[config.mk]
export PLATFORM = sky130hd
export DESIGN_NAME = cdb_arbiter
export DESIGN_NICKNAME = d
export VERILOG_FILES = /design/src/rtl/cdb_arbiter_pkg.sv /design/src/rtl/onehot_encoder.sv /design/src/rtl/onehot_mux.sv /design/src/rtl/cdb_arbiter.sv
export SDC_FILE = /design/constraint.sdc
export NUM_CORES = 1
export LEC_CHECK = 0
export ABC_CLOCK_PERIOD_IN_PS = 5200
export CAP_MARGIN = 30
export CORE_MARGIN = 2
export CORE_UTILIZATION = 40
export CTS_CLUSTER_DIAMETER = 150
export DETAILED_ROUTE_END_ITERATION = 16
export PLACE_DENSITY = 0.87
export RECOVER_POWER = 25
export SYNTH_ARGS = -nofsm -noshare
export SYNTH_HDL_FRONTEND = slang
export SYNTH_HIERARCHICAL = 1
export SYNTH_SLANG_ARGS = --single-unit
export TNS_END_PERCENT = 20
[constraint.sdc]
create_clock -name clk -period 5.2 [get_ports clk]
set_clock_uncertainty 0.1 [all_clocks]
set_input_delay 0.52 -clock clk [delete_from_list [all_inputs] [get_ports clk]]
set_output_delay 0.52 -clock clk [all_outputs]
set_load 0.01 [all_outputs]
[src/rtl/cdb_arbiter_pkg.sv]
// Shared constants and helpers for the result-bus arbiter.
// Parameter defaults live here so every instantiation site agrees on them.
package cdb_arbiter_pkg;

    localparam int CDB_WIDTH_DEF = 32;
    localparam int CDB_NREQS_DEF = 4;

    // Advance a rotating index. The wrap is written out explicitly because
    // N_REQS need not be a power of two.
    function automatic int wrap_inc(input int idx, input int max_idx);
        return (idx >= max_idx) ? 0 : idx + 1;
    endfunction

endpackage

[src/rtl/onehot_encoder.sv]
// Converts a one-hot vector to its bit index.
// An all-zero input encodes to index 0.
module onehot_encoder #(
    parameter int N_INS = 4
) (
    input  logic [N_INS-1:0]         i_onehot,
    output logic [$clog2(N_INS)-1:0] o_idx
);

    localparam int IDX_W = $clog2(N_INS);

    always_comb begin
        o_idx = '0;
        for (int i = 0; i < N_INS; i++) begin
            if (i_onehot[i]) begin
                o_idx = o_idx | IDX_W'(i);
            end
        end
    end

endmodule

[src/rtl/onehot_mux.sv]
// AND-OR multiplexer driven by a one-hot (or all-zero) select.
// An all-zero select produces an all-zero output.
module onehot_mux #(
    parameter int WIDTH = 32,
    parameter int N_INS = 4
) (
    input  logic [N_INS-1:0]            i_sel,
    input  logic [N_INS-1:0][WIDTH-1:0] i_data,
    output logic [WIDTH-1:0]            o_data
);

    always_comb begin
        o_data = '0;
        for (int i = 0; i < N_INS; i++) begin
            o_data = o_data | (i_data[i] & {WIDTH{i_sel[i]}});
        end
    end

endmodule

[src/rtl/cdb_arbiter.sv]
// Round-robin arbiter for the shared result bus, followed by a
// single-entry valid/ready output register that retires and reloads without a bubble.
module cdb_arbiter
    import cdb_arbiter_pkg::*;
#(
    parameter int WIDTH  = CDB_WIDTH_DEF,
    parameter int N_REQS = CDB_NREQS_DEF
) (
    input  logic                             clk,
    input  logic                             rst,
    input  logic [N_REQS-1:0]                req_valid,
    input  logic [N_REQS-1:0][WIDTH-1:0]     req_data,
    output logic [N_REQS-1:0]                req_ready,
    output logic [N_REQS-1:0]                grant,
    output logic                             out_valid,
    output logic [WIDTH-1:0]                 out_data,
    output logic [$clog2(N_REQS)-1:0]        out_src,
    input  logic                             out_ready
);

    localparam int PTR_W   = $clog2(N_REQS);
    localparam int MAX_IDX = N_REQS - 1;

    logic [PTR_W-1:0]  r_ptr;
    logic              r_out_valid;
    logic [WIDTH-1:0]  r_out_data;
    logic [PTR_W-1:0]  r_out_src;

    logic [N_REQS-1:0] w_grant;
    logic              w_found;
    logic [PTR_W:0]    w_scan;
    logic              w_load;
    logic              w_xfer;
    logic [WIDTH-1:0]  w_sel_data;
    logic [PTR_W-1:0]  w_grant_idx;

    // Scan from r_ptr upward, folding back below N_REQS; the extra bit in
    // w_scan keeps the sum from overflowing before the fold.
    always_comb begin
        w_grant = '0;
        w_found = 1'b0;
        w_scan  = '0;
        for (int k = 0; k < N_REQS; k++) begin
            w_scan = {1'b0, r_ptr} + (PTR_W+1)'(k);
            if (w_scan > (PTR_W+1)'(MAX_IDX)) begin
                w_scan = w_scan - (PTR_W+1)'(N_REQS);
            end
            if (!w_found && req_valid[w_scan[PTR_W-1:0]]) begin
                w_grant[w_scan[PTR_W-1:0]] = 1'b1;
                w_found = 1'b1;
            end
        end
    end

    assign w_load    = ~r_out_valid | out_ready;
    assign req_ready = w_grant & {N_REQS{w_load & ~rst}};
    assign w_xfer    = |(req_valid & req_ready);
    assign grant     = w_grant;

    onehot_mux #(
        .WIDTH (WIDTH),
        .N_INS (N_REQS)
    ) u_mux (
        .i_sel  (w_grant),
        .i_data (req_data),
        .o_data (w_sel_data)
    );

    onehot_encoder #(
        .N_INS (N_REQS)
    ) u_enc (
        .i_onehot (w_grant),
        .o_idx    (w_grant_idx)
    );

    always_ff @(posedge clk) begin
        if (rst) begin
            r_ptr       <= '0;
            r_out_valid <= 1'b0;
            r_out_data  <= '0;
            r_out_src   <= '0;
        end else if (w_load) begin
            r_out_valid <= w_xfer;
            if (w_xfer) begin
                r_out_data <= w_sel_data;
                r_out_src  <= w_grant_idx;
                r_ptr      <= PTR_W'(wrap_inc(int'(w_grant_idx), MAX_IDX));
            end
        end
    end

    assign out_valid = r_out_valid;
    assign out_data  = r_out_data;
    assign out_src   = r_out_src;

    a_grant_onehot0: assert property (@(posedge clk) disable iff (rst) $onehot0(grant));
    a_ready_onehot0: assert property (@(posedge clk) disable iff (rst) $onehot0(req_ready));
    a_stall_stable:  assert property (@(posedge clk) disable iff (rst)
        (r_out_valid && !out_ready) |=> ($stable(r_out_data) && $stable(r_out_src)));

endmodule

==> impl_metrics.yaml, run 1 <==
power:
  ir_drop_uv: 253
  power_density_nw_per_um2: 362
  finalPower_mw: 1.71
  leakage_nw: 1.80
floorplan:
  die_h_um: 88.1
  initial_core_util_pct: 41.4
  die_area_um2: 7750
  die_w_um: 88.1
  ios: 178
  rows: 30
  coreArea_um2: 6830
placed_design:
  place_congestion: 0.815
  dp_hpwl_um: 6990
  pre_cts_ws_ps: 961
  placedCellCount: 581
  dpl_cell_area_um2: 4590
  io_buffers: 177
route:
  routed_wl_um: 9230
  wire_per_inst_um: 15.7
  drtIter0Drc: 85
  via_per_inst: 5.35
  drc: 0
  num_vias: 3149
  drtPass1Iterations: 5
  ant_nets: 0
layout:
  final_cell_mix: "clkdlybuf4s50_1, nand2b_1, a22oi_1"
  final-instance-count-excl-fill: 589
  diodes: 0
  final_area_um2: 4710
  final_net_count: 634
  synthToLayoutAreaGrowth_pct: 66.6
  final_util_pct: 68.9
  final_common_cell: "clkdlybuf4s50_1"
  drive_gt1_share_pct: 3.85
clock_network:
  clock_latency_ps: 290
  cts-hold-fix-buffers: 0
  cts_buffers: 5
  clkTransAtPathRegs_ps: 80
  htreeDepth: 2
  cts_resized: 0
  root_buffer: "clkbuf_8"
  clock-sinks: 37
  cts_setup_buffers: 0
  clock_path_buffers: 2
  cts_tree: "done"
grt:
  track_usage_pct: 22.3
  grt_pass1_wl_um: 13900
  antenna_found_initial: 0
  grt-ovfl-total: 0
  grt_pass1_vias: 3012
  grt_max_degree: 76
setup_path:
  crit_chain: "inv_1, ha_1, or3b_1, a2111oi_1, o21ai_0, nand3_1, clkdlybuf4s50_1"
  r2r_start: "r_ptr[0]$_SDFFE_PP0P_"
  crit_arrival_ps: 3950
  end_kind: "primary output"
  rrSetupSlack_ps: 1200
  path_depth: 7
  r2r_end: "r_ptr[0]$_SDFFE_PP0P_"
  cp_top_family: "simple AND/OR/NAND/NOR gates"
  worstRegToRegCells: 11
  slowest_stage: "clkdlybuf4s50_1"
  crit_path_start_kind: "flip-flop"
  cp_num_buf_inv: 2
  slowest_delay_ps: 680
  crit_required_ps: 4580
  timing_worst_setup_path_type: "flip-flop to primary output"
  crit_fanout: 17
  endpoint: "grant[3]"
  critPathLaunch: "r_ptr[0]$_SDFFE_PP0P_"
sta:
  finalHoldViolCount: 0
  whs_ps: 374
  min_period_ps: 4570
  rsz0062_at_grt: "false"
  slew_headroom_pct: 40.2
  setup_ws_ps: 631
  worst_pin_slew_ps: 897
  layout_worst_path_cycle_share_pct: 87.9
  fin_tns_setup_ps: 0
  drv_slew: 0
  max_freq_mhz: 219
  finalSetupViolCount: 0
run_status:
  outcome: "finished clean"
logic_synthesis:
  ys_seq_elements: 37
  syn-instance-count: 328
  seq_area_frac_synth_pct: 26.2
  syn_area_per_cell_um2: 8.62
  synth_nets: 470
  synth_cell_types: 28
  ys_warn_count: 6
  synth_area_um2: 2830
flow_run:
  cap_violations: 0
hold_path:
  hp-class: "flip-flop to flip-flop"
[kinds of logic (layout without fill, tap and decap cells)]
group | count (synthesis) | after routing | synth area share [%]
AOI/OAI and AO/OA | 85 | 85 | 22.2
adders and majority gates | 7 | 7 | 3.10
buffers and inverters | 27 | 192 | 6.77
muxes | 41 | 41 | 16.0
DFF | 37 | 37 | 26.2
and+or+nand+nor | 131 | 131 | 25.7
[cell type report]
type                    instances  area (um^2)
clock buffers                   6         82.6
clock inverters                 2         37.5
fillers                       579         2120
inverters                       2         7.51
multi-input cells             264         1900
flip-flops and latches         37          741
well taps                      96          120
repair buffers                182         1820
[report_power, final]
part / switching (mW) / internal (mW)
registers: 0.0623 / 0.396
logic: 0.471 / 0.512
clock network: 0.109 / 0.156
[synth_stat cells]
master,n,area (um^2)
nand2b_1,72,450
a22oi_1,68,510
dfxtp_1,37,741
mux2i_1,37,370
nand2_1,36,135
buf_6,10,113
clkbuf_1,9,33.8
a31oi_1,8,50.1
nand3_1,8,40.0
ha_1,7,87.6
nor2b_1,6,37.5
o21ai_0,4,20.0
buf_2,3,15.0
buf_4,3,22.5
a2111oi_1,2,20.0
inv_1,2,7.51
mux4_2,2,45.0
nand3b_1,2,15.0
or2_1,2,12.5
or3b_1,2,17.5
a21oi_1,1,5.00
mux2_2,1,11.3
mux4_1,1,26.3
nor3_1,1,5.00
nor4_1,1,6.26
o31ai_2,1,12.5
o41ai_1,1,8.76
or4_1,1,7.51
[per-layer routing]
metal / share of wire, % / global-route usage (%) / wire length, um / up-vias
met2: 51 / 42.1 / 4690 / 144
met5: 0 / 0 / 0 / -
met1: 38 / 24.6 / 3490 / 1461
met3: 9.6 / 6.13 / 890 / 17
met4: 1.7 / 5.65 / 159 / 0
li1: - / - / - / 1527
[registers in the layout, indices dropped and copies added, names as in the netlist]
| name | flops |
|---|---|
| out_src | 2 |
| out_valid | 1 |
| out_data | 32 |
| r_ptr | 2 |
[worst min-delay path, delay by kind of cell, from the launching register on]
kind          cells  cell delay (ps)
simple gates      1               60
mux               1               60
flops             1              310
[how the worst min path moves through the flow]
stage / start / endpoint / slack, ps / cells past startpoint
final: out_data[13]$_SDFFE_PP0P_ / out_data[13]$_SDFFE_PP0P_ / 370 / 2
after global routing: out_data[8]$_SDFFE_PP0P_ / out_data[8]$_SDFFE_PP0P_ / 400 / 2
after CTS: out_data[5]$_SDFFE_PP0P_ / out_data[5]$_SDFFE_PP0P_ / 380 / 2
after detailed placement: out_data[5]$_SDFFE_PP0P_ / out_data[5]$_SDFFE_PP0P_ / 360 / 2
after global placement: out_data[13]$_SDFFE_PP0P_ / out_data[13]$_SDFFE_PP0P_ / 360 / 2
after floorplan: out_data[0]$_SDFFE_PP0P_ / out_data[0]$_SDFFE_PP0P_ / 390 / 2
No activity file was read; power rests on OpenSTA's default activity.
==> inputs of run 2 (changes only) <==
- GPL_ROUTABILITY_DRIVEN: unset -> 0
==> run 2 against run 1 <==
Utilization down 0.18 points; largest power group unchanged; sequential share of layout area hardly changed; non-clock buffer count stayed put; wire length down 1.1%; hold slack worse by 4.5 ps; cell count stayed put; worst setup slack gained 140 ps; largest cell class unchanged; die area did not move; critical endpoint is now req_ready[1].
==> impl_metrics.yaml, run 2 (synthesis gave the netlist of run 1 again) <==
layout:
  fillCellCount: 550
  final_cell_mix: "clkdlybuf4s50_1, nand2b_1, a22oi_1"
  final_net_count: 634
  diodes: 0
  multiInputGateArea_um2: 1900
  ff_latch_area_um2: 741
  final-instance-count-excl-fill: 589
  synthToLayoutAreaGrowth_pct: 66.1
  largest_reg_flops: 32
  drive_gt1_share_pct: 3.85
  final_common_cell: "clkdlybuf4s50_1"
power:
  ir_drop_uv: 243
  leakage_nw: 1.79
  power_density_nw_per_um2: 359
sta:
  max_freq_mhz: 226
  finalSetupViolCount: 0
  drv_slew: 0
  setup_ws_ps: 775
  slew_headroom_pct: 39.7
  layout_worst_path_cycle_share_pct: 85.1
  fin_tns_setup_ps: 0
  min_period_ps: 4430
  rsz0062_at_grt: "false"
  finalHoldViolCount: 0
  worst_pin_slew_ps: 905
clock_network:
  clock-sinks: 37
  root_buffer: "clkbuf_8"
  clkTransAtPathRegs_ps: 80
  htreeDepth: 2
  cts_tree: "done"
  cts_resized: 0
  cts-hold-fix-buffers: 0
  clock_latency_ps: 280
  clock_path_buffers: 2
  cts_buffers: 5
  cts_setup_buffers: 0
setup_path:
  rrSetupSlack_ps: 1090
  timing_worst_setup_path_type: "flip-flop to primary output"
  end_kind: "primary output"
  crit_path_start_kind: "flip-flop"
  slowest_stage: "a2111oi_1"
  r2r_start: "r_ptr[0]$_SDFFE_PP0P_"
  slowest_delay_ps: 710
  crit_required_ps: 4580
  crit_arrival_ps: 3810
  crit_fanout: 8
  crit_chain: "inv_1, ha_1, or3b_1, a2111oi_1, o21ai_0, a31oi_1, clkdlybuf4s50_1"
  r2r_end: "out_data[21]$_SDFFE_PP0P_"
  worstRegToRegCells: 9
hold_path:
  hold_start: "out_data[8]$_SDFFE_PP0P_"
  hold_depth: 2
  whs_endpoint: "out_data[8]$_SDFFE_PP0P_"
  hp-class: "flip-flop to flip-flop"
placed_design:
  placedCellCount: 581
  dp_hpwl_um: 6850
  pre_cts_ws_ps: 1210
  io_buffers: 177
run_status:
  outcome: "finished clean"
floorplan:
  initial_core_util_pct: 41.4
  die_area_um2: 7750
  die_h_um: 88.1
  die_w_um: 88.1
  coreArea_um2: 6830
  rows: 30
  ios: 178
grt:
  grt_pass1_wl_um: 13700
  grt_max_degree: 76
  grt_pass1_vias: 3011
  antenna_found_initial: 0
  track_usage_pct: 21.9
  grt-ovfl-total: 0
route:
  via_per_inst: 5.31
  drtIter0Drc: 96
  drtPass1Iterations: 6
  wire_per_inst_um: 15.5
  num_vias: 3127
  ant_nets: 0
  routed_wl_um: 9130
  drc: 0
flow_run:
  cap_violations: 0
[run 2: area by class of cell]
cell class	instances	share of cell area, %
clock buffers	5	1.47
clock inverters	3	0.986
inverters	2	0.160
multi-input cells	264	40.4
flip-flops and latches	37	15.8
well taps	96	2.56
repair buffers	182	38.7
[run 2: power breakdown]
| group | switching, mW | leakage (nW) | internal, mW |
|---|---|---|---|
| combinational | 0.470 | 1.44 | 0.509 |
| clock | 0.106 | 0.0543 | 0.144 |
| sequential | 0.0626 | 0.301 | 0.396 |
| total | 0.639 | 1.79 | 1.05 |
[run 2: metrics by stage]
step	hold WS [ps]	power, mW	utilization [%]	cell area, um^2
2_1_floorplan	393	1.02	-	2830
3_3_place_gp	357	1.44	66.8	4560
3_5_place_dp	367	1.47	67.1	4580
4_1_cts	380	1.73	68.7	4700
5_1_grt	390	1.80	68.7	4700
6_report	370	1.69	68.7	4700
[run 2: how the worst max path moves through the flow]
stage                          startpoint                        end  slack (ps)  depth (start not counted)
floorplan           r_ptr[0]$_SDFFE_PP0P_      r_ptr[0]$_SDFFE_PP0P_        1990                         12
global placement    r_ptr[0]$_SDFFE_PP0P_  out_data[11]$_SDFFE_PP0P_        1180                          8
detailed placement  r_ptr[0]$_SDFFE_PP0P_  out_data[21]$_SDFFE_PP0P_        1210                          9
CTS                 r_ptr[0]$_SDFFE_PP0P_               req_ready[1]         870                          7
global route        r_ptr[0]$_SDFFE_PP0P_               req_ready[1]         750                          7
finish              r_ptr[0]$_SDFFE_PP0P_               req_ready[1]         770                          7
[run 2: worst max-delay path, delay by kind of cell (launching register included)]
family / cells / cell delay [ps]
compound gates: 3 / 1290
flops: 1 / 560
buf+inv: 2 / 820
simple gates: 1 / 400
fa+ha+maj: 1 / 450
[run 2: routing by layer]
layer / routed length [um] / vias up / share of wire, % / GRT usage, %
met5: 0 / - / 0 / 0
met4: 144 / 0 / 1.6 / 6.20
met3: 763 / 18 / 8.4 / 5.28
met2: 4580 / 159 / 50 / 40.6
met1: 3640 / 1422 / 40 / 25.0
li1: - / 1528 / - / -
==> inputs of run 3 (changes only) <==
- ABC_CLOCK_PERIOD_IN_PS: 5200 -> unset
- CORE_UTILIZATION: 40 -> 41
- CTS_BUF_LIST: unset -> sky130_fd_sc_hd__clkbuf_8
- PLACE_DENSITY: 0.87 -> 0.89
==> run 3 against run 2 <==
Total power decreased by 0.11%; design area fell by 0.24%; worst setup slack lost 67 ps; non-clock buffer count increased by 1; clock power grew 2%; hold slack improved by 2.6 ps; global-route usage barely moved; largest cell class unchanged; highest routed layer unchanged.
==> impl_metrics.yaml, run 3 (synthesis gave the netlist of run 1 again) <==
route:
  drtPass1Iterations: 4
  num_vias: 3110
  via_per_inst: 5.42
  wire_per_inst_um: 15.4
  drc: 0
  routed_wl_um: 8820
  ant_nets: 0
  drtIter0Drc: 111
sta:
  slew_headroom_pct: 57.7
  drv_slew: 0
  finalSetupViolCount: 0
  layout_worst_path_cycle_share_pct: 86.4
  rsz0062_at_grt: "false"
  setup_ws_ps: 708
  worst_pin_slew_ps: 634
  fin_tns_setup_ps: 0
  max_freq_mhz: 223
  min_period_ps: 4490
  finalHoldViolCount: 0
grt:
  grt-ovfl-total: 0
  antenna_found_initial: 0
  grt_max_degree: 76
  track_usage_pct: 21.9
  grt_pass1_vias: 3073
  grt_pass1_wl_um: 13400
placed_design:
  placedCellCount: 566
  io_buffers: 177
  dp_hpwl_um: 6630
  pre_cts_ws_ps: 1030
setup_path:
  rrSetupSlack_ps: 1260
  cp_top_family: "simple AND/OR/NAND/NOR gates"
  timing_worst_setup_path_type: "flip-flop to primary output"
  path_depth: 7
  end_kind: "primary output"
  crit_required_ps: 4580
  crit_chain: "inv_1, ha_1, or3b_1, a2111oi_1, o21ai_0, nand3_1, clkdlybuf4s50_1"
  critPathLaunch: "r_ptr[0]$_SDFFE_PP0P_"
  r2r_start: "r_ptr[0]$_SDFFE_PP0P_"
  cp_num_buf_inv: 2
  crit_path_start_kind: "flip-flop"
  crit_fanout: 15
  worstRegToRegCells: 9
  endpoint: "grant[3]"
  r2r_end: "out_data[10]$_SDFFE_PP0P_"
  slowest_stage: "clkdlybuf4s50_1"
  slowest_delay_ps: 660
  crit_arrival_ps: 3870
power:
  finalPower_mw: 1.68
  power_density_nw_per_um2: 360
  leakage_nw: 1.80
  ir_drop_uv: 266
floorplan:
  die_area_um2: 7570
  ios: 178
  coreArea_um2: 6720
  rows: 30
  initial_core_util_pct: 42.1
  die_h_um: 87.0
  die_w_um: 87.0
clock_network:
  cts_resized: 0
  clkTransAtPathRegs_ps: 70
  cts_buffers: 5
  clock-sinks: 37
  htreeDepth: 2
  cts-hold-fix-buffers: 0
  root_buffer: "clkbuf_8"
  clock_path_buffers: 2
  cts_setup_buffers: 0
  clock_latency_ps: 280
  cts_tree: "done"
layout:
  drive_gt1_share_pct: 3.85
  ff_latch_area_um2: 741
  final_common_cell: "clkdlybuf4s50_1"
  final_net_count: 635
  fillCellCount: 541
  final_cell_mix: "clkdlybuf4s50_1, nand2b_1, a22oi_1"
  synthToLayoutAreaGrowth_pct: 65.7
  final-instance-count-excl-fill: 574
  diodes: 0
  largest_reg_flops: 32
  multiInputGateArea_um2: 1900
flow_run:
  cap_violations: 0
hold_path:
  hp-class: "flip-flop to flip-flop"
run_status:
  outcome: "finished clean"
-- run 3: power breakdown --
part	switching (mW)	leakage [nW]	internal [mW]
clock network	0.0999	0.0626	0.154
logic	0.466	1.44	0.508
registers	0.0598	0.301	0.396
-- run 3: worst min-delay path by stage --
| stage | from | endpoint | cells past startpoint |
|---|---|---|---|
| final | out_data[20]$_SDFFE_PP0P_ | out_data[20]$_SDFFE_PP0P_ | 2 |
| after floorplan | out_data[0]$_SDFFE_PP0P_ | out_data[0]$_SDFFE_PP0P_ | 2 |
| after CTS | out_data[31]$_SDFFE_PP0P_ | out_data[31]$_SDFFE_PP0P_ | 2 |
| after global placement | out_data[31]$_SDFFE_PP0P_ | out_data[31]$_SDFFE_PP0P_ | 2 |
| after detailed placement | out_data[31]$_SDFFE_PP0P_ | out_data[31]$_SDFFE_PP0P_ | 2 |
| after global routing | out_data[1]$_SDFFE_PP0P_ | out_data[1]$_SDFFE_PP0P_ | 2 |
-- run 3: through the flow --
stage,area [um^2],utilization [%],hold WS [ps]
floorplan,2830,-,393
global placement,4550,67.7,358
detailed placement,4570,68.0,365
CTS,4680,69.7,379
global route,4680,69.7,394
finish,4680,69.7,372
-- run 3: area by class of cell --
class                           count  share of cell area, %
Clock buffer                        6                   1.76
Inverter                            2                  0.160
Timing Repair Buffer              183                   38.9
Tap cell                           80                   2.14
Multi-Input combinational cell    264                   40.5
Clock inverter                      2                  0.721
Sequential cell                    37                   15.8
-- run 3: metal layers --
metal / vias up / wire length, um / global-route usage (%) / part of all wire (%)
li1: 1527 / - / - / -
met1: 1447 / 3590 / 23.7 / 41
met2: 128 / 4450 / 41.8 / 50
met3: 8 / 716 / 6.26 / 8.1
met4: 0 / 73 / 4.26 / 0.83
met5: - / 0 / 0 / 0
-- run 3: tightest hold or removal path, delay by kind of cell (launching register included) --
kind,cells,cell delay (ps)
AND/OR/NAND/NOR,1,60
flip-flops,1,310
multiplexers,1,50
